===== src/rtl/lcd_cmd_feeder.sv =====
// rtl/lcd_cmd_feeder.sv - opcode FIFO and per-window command issuer for the LCD controller
module lcd_cmd_feeder #(
  parameter int DEPTH = 8,
  parameter int AW    = 3
) (
  input  logic          clk,
  input  logic          reset,
  input  logic [3:0]    in_cmd,
  input  logic          in_valid,
  output logic          in_ready,
  input  logic          busy,
  input  logic          done,
  output logic [3:0]    cmd,
  output logic          cmd_valid,
  output logic          frame_done,
  output logic          drop_err,
  output logic [7:0]    issued_cnt,
  output logic [AW:0]   level
);

  typedef enum logic [1:0] {
    READY     = 2'd0,
    WAIT_BUSY = 2'd1,
    WAIT_DONE = 2'd2
  } state_t;

  // Highest legal opcode; 12..15 are rejected at the input.
  localparam logic [3:0]  MAX_OPCODE = 4'd11;
  localparam logic [3:0]  OP_WRITE   = 4'd0;
  localparam logic [AW:0] FULL_LEVEL = (AW+1)'(DEPTH);

  state_t          state;
  logic [3:0]      mem [DEPTH];
  logic [AW-1:0]   wr_ptr;
  logic [AW-1:0]   rd_ptr;
  logic            legal;
  logic            push;
  logic            drop;
  logic            accept;
  logic [3:0]      head;

  // Input qualification: only legal opcodes offered while there is room are stored.
  always_comb begin
    in_ready = (level != FULL_LEVEL);
    legal    = (in_cmd <= MAX_OPCODE);
    push     = in_valid & in_ready & legal;
    drop     = in_valid & in_ready & ~legal;
  end

  // Issue offer must be combinational: the controller samples it in the single busy-low cycle.
  always_comb begin
    head      = mem[rd_ptr];
    cmd       = (level != '0) ? head : 4'd0;
    cmd_valid = (state == READY) & (level != '0) & ~busy;
    accept    = cmd_valid;
  end

  // FIFO storage; contents need no reset because level gates visibility.
  always_ff @(posedge clk) begin
    if (push) begin
      mem[wr_ptr] <= in_cmd;
    end
  end

  // FIFO pointers and occupancy; pointers wrap naturally at DEPTH (power of two).
  always_ff @(posedge clk or posedge reset) begin
    if (reset) begin
      wr_ptr <= '0;
      rd_ptr <= '0;
      level  <= '0;
    end else begin
      if (push) begin
        wr_ptr <= wr_ptr + 1'b1;
      end
      if (accept) begin
        rd_ptr <= rd_ptr + 1'b1;
      end
      case ({push, accept})
        2'b10:   level <= level + 1'b1;
        2'b01:   level <= level - 1'b1;
        default: level <= level;
      endcase
    end
  end

  // Issue FSM with registered pulse outputs and accepted-command counter.
  always_ff @(posedge clk or posedge reset) begin
    if (reset) begin
      state      <= READY;
      frame_done <= 1'b0;
      drop_err   <= 1'b0;
      issued_cnt <= 8'd0;
    end else begin
      frame_done <= 1'b0;
      drop_err   <= drop;
      if (accept) begin
        issued_cnt <= issued_cnt + 8'd1;
      end
      case (state)
        READY: begin
          if (accept) begin
            state <= (head == OP_WRITE) ? WAIT_DONE : WAIT_BUSY;
          end
        end
        WAIT_BUSY: begin
          // Hold off until busy rises so a long busy-low stretch issues only once.
          if (busy) begin
            state <= READY;
          end
        end
        WAIT_DONE: begin
          if (done) begin
            state      <= READY;
            frame_done <= 1'b1;
          end
        end
        default: state <= READY;
      endcase
    end
  end

endmodule


===== config.mk =====
export PLATFORM = sky130hd
export DESIGN_NAME = lcd_cmd_feeder
export DESIGN_NICKNAME = d
export VERILOG_FILES = /design/src/rtl/lcd_cmd_feeder.sv
export SDC_FILE = /design/constraint.sdc
export NUM_CORES = 1
export LEC_CHECK = 0
export ABC_CLOCK_PERIOD_IN_PS = 6950
export CORE_MARGIN = 2
export CORE_UTILIZATION = 50
export CTS_CLUSTER_SIZE = 20
export DETAILED_ROUTE_END_ITERATION = 10
export HOLD_SLACK_MARGIN = 0.08
export PLACE_DENSITY = 0.73
export SETUP_SLACK_MARGIN = 0.4
export SLEW_MARGIN = 20
export SYNTH_ARGS = -nofsm -noshare
export SYNTH_HDL_FRONTEND = slang
export SYNTH_SLANG_ARGS = --single-unit

===== constraint.sdc =====
create_clock -name clk -period 6.95 [get_ports clk]
set_input_delay 1.39 -clock clk [delete_from_list [all_inputs] [get_ports clk]]
set_output_delay 1.39 -clock clk [all_outputs]
set_load 0.005 [all_outputs]

==> results.json <==
{
  "rsz0062_at_grt": "false",
  "worstHoldPathType": "reg -> reg",
  "cp-start-kind": "input port",
  "vias_per_cell": 5.47,
  "ant_nets": 0,
  "fillers": 326,
  "setup_violations": 0,
  "fmax_mhz": 235,
  "synth_top_flop_cell": "edfxtp_1",
  "cts.clk_slew.worst_paths_ns": 0.09,
  "cts_root_buf": "clkbuf_8",
  "synth_area_per_cell_um2": 15.5,
  "critPathKind": "in -> out",
  "ys_seq_area_frac": 0.651,
  "worstPathMaxFanout": 16,
  "leakage_nw": 1.01,
  "hold_viol": 0,
  "syn_area_mm2": 0.00232,
  "drv_cap": 0,
  "ys_ff_latch": 54,
  "yosysWarnings": 0,
  "placed_area_mm2": 0.00265,
  "synth-edff-count": 32,
  "synth.net_count": 165,
  "dr_total_vias": 1285,
  "finalSetupTns_ns": 0,
  "die_h_um": 72.2,
  "hpwlAfterDp_mm": 2.70,
  "cp-end-kind": "primary output",
  "drt-pass1-iter-count": 4,
  "portBuffers": 28,
  "fin_skew_ns": 0.00389,
  "cellPowerDensity_mw_per_mm2": 394,
  "grt_pass1_vias": 1258,
  "cts_setup_buffers": 0,
  "hold_path_depth": 1,
  "route.detailed.drc": 0,
  "wl_per_cell_um": 16.0,
  "overflow": 0,
  "rows": 24,
  "async_flop_share": 0.407,
  "final_cell_area_mm2": 0.00273,
  "cts_tree": "built",
  "post_cts_resize_count": 0,
  "ctsHoldBuffers": 0,
  "antenna_found_initial": 0,
  "period_share": 0.613,
  "nets": 197,
  "coreArea_mm2": 0.00441,
  "crit_required_ns": 5.56,
  "synthCells": 150,
  "cts_sinks": 54,
  "ir_drop_uv": 215,
  "worst_slew_pin_slew_ns": 0.932,
  "rr_worst_depth": 10,
  "die_w_um": 72.2,
  "initial_utilization": 0.526,
  "cts_made_buffers": 5,
  "io-pin-count": 29,
  "ys_types": 33,
  "finalWorstPathRequiredPeriod_ns": 4.26,
  "grt_max_degree": 23,
  "drive_gt1_frac": 0.109,
  "dieArea_mm2": 0.00521,
  "wl_mm": 3.76,
  "syn_to_final_growth_pct": 17.3,
  "clk_latency_ns": 0.29,
  "maxSlewViolCount": 0,
  "diodes": 0,
  "relSlewSlack": 0.373,
  "place.gp.congestion": 0.791,
  "max-clock-path-buffers": 2,
  "dr.first_iter.drc_count": 58,
  "grt_pass1_wl_mm": 6.17,
  "status": "completed",
  "worstPathArrival_ns": 2.87,
  "grt_usage": 0.159,
  "htree_levels": 2
}
==> path summary, 6_finish.rpt <==
kind | startpoint | slack (ns) | endpoint
max in group asynchronous | reset | 4.86 | wr_ptr[2]
max | busy | 2.69 | cmd_valid
max reg2reg | level[1] | 4.21 | level[2]
min | issued_cnt[7] | 0.48 | issued_cnt[7]
min reg2reg | issued_cnt[7] | 0.48 | issued_cnt[7]
min in group asynchronous | reset | 1.57 | issued_cnt[2]
==> cells in the final DEF, fill, tap and decap left out <==
cell / synthesis / routed
nor4_1: 1 / 1
nand2b_1: 5 / 5
a22o_1: 1 / 1
xor2_1: 5 / 5
o21bai_1: 1 / 1
nor3_1: 4 / 4
mux2_2: 1 / 1
nand4_1: 5 / 5
buf_4: 0 / 1
xnor2_1: 11 / 11
o22ai_1: 1 / 1
a21oi_1: 2 / 2
mux2_1: 2 / 2
dfrtp_1: 22 / 22
inv_1: 2 / 2
or4b_1: 1 / 1
a211oi_1: 1 / 1
clkdlybuf4s50_1: 0 / 28
mux4_2: 8 / 8
and3_4: 1 / 1
nor4_4: 1 / 1
mux2i_1: 4 / 4
nor4_2: 1 / 1
nand3b_1: 1 / 1
nand2_1: 11 / 11
nor2_1: 11 / 11
clkbuf_1: 1 / 1
edfxtp_1: 32 / 32
clkinv_1: 1 / 2
ha_1: 6 / 6
nand4b_1: 1 / 1
clkinv_2: 1 / 2
and3_1: 2 / 2
clkbuf_8: 0 / 5
==> power breakdown <==
part,internal [W],switching (W)
Sequential,0.000415,0.000103
Combinational,0.000244,0.000152
Clock,0.0000694,0.0000909
==> cell type report <==
cell class | instances | area (µm²) | share of cell area
clock buffers | 6 | 72.6 | 0.0266
clock inverters | 2 | 8.76 | 0.00321
inverters | 4 | 16.3 | 0.00597
multi-input cells | 88 | 764 | 0.280
flip-flops and latches | 54 | 1510 | 0.554
well taps | 52 | 65.1 | 0.0239
repair buffers | 29 | 288 | 0.106
==> cell families (layout without fill, tap and decap cells) <==
logic type      count (synthesis)  count (layout)  synth area share
buf+inv                         8              41            0.0205
simple gates                   45              45             0.110
compound gates                  6               6            0.0172
xor+xnor                       16              16            0.0603
mux                            15              15             0.109
flops                          54              54             0.651
fa+ha+maj                       6               6            0.0323
==> sequential cells by signal (all words and copies together), names as in the netlist <==
register	cells
mem	32
rd_ptr	3
wr_ptr	3
state	2
drop_err	1
frame_done	1
issued_cnt	8
level	4
==> cells in the mapped netlist (2+ instances only) <==
master	n	area (µm²)
xor2_1	5	43.8
xnor2_1	11	96.3
edfxtp_1	32	961
dfrtp_1	22	551
nand2b_1	5	31.3
mux2_1	2	22.5
nor3_1	4	20.0
mux4_2	8	180
mux2i_1	4	40.0
ha_1	6	75.1
inv_1	2	7.51
nand2_1	11	41.3
a21oi_1	2	10.0
and3_1	2	12.5
nand4_1	5	31.3
buf_6	2	22.5
nor2_1	11	41.3
==> critical path, cell delays in order <==
cell             delay, ns
clkdlybuf4s50_1       0.46
nor4_4                0.23
buf_4                 0.26
clkdlybuf4s50_1       0.53
==> through the flow <==
| stage | power [W] | instances | hold WS (ns) | worst slack (ns) | util |
|---|---|---|---|---|---|
| floorplan | 0.000759 | 150 | 0.468 | 3.66 | - |
| global placement | 0.000908 | 227 | 0.460 | 2.72 | 0.599 |
| detailed placement | 0.000926 | 227 | 0.474 | 2.69 | 0.599 |
| CTS | 0.00109 | 235 | 0.487 | 2.68 | 0.618 |
| global route | 0.00115 | 235 | 0.509 | 2.61 | 0.618 |
| finish | 0.00108 | 235 | 0.482 | 2.69 | 0.618 |
==> layer usage <==
layer  GRT usage  routed length [µm]  vias up
li1            -                   -      618
met1       0.222                1710      628
met2       0.243                1840       32
met3      0.0417                 158        7
met4      0.0566                  57        0
met5           0                   0        -
Power figures use the tool's default switching activity.
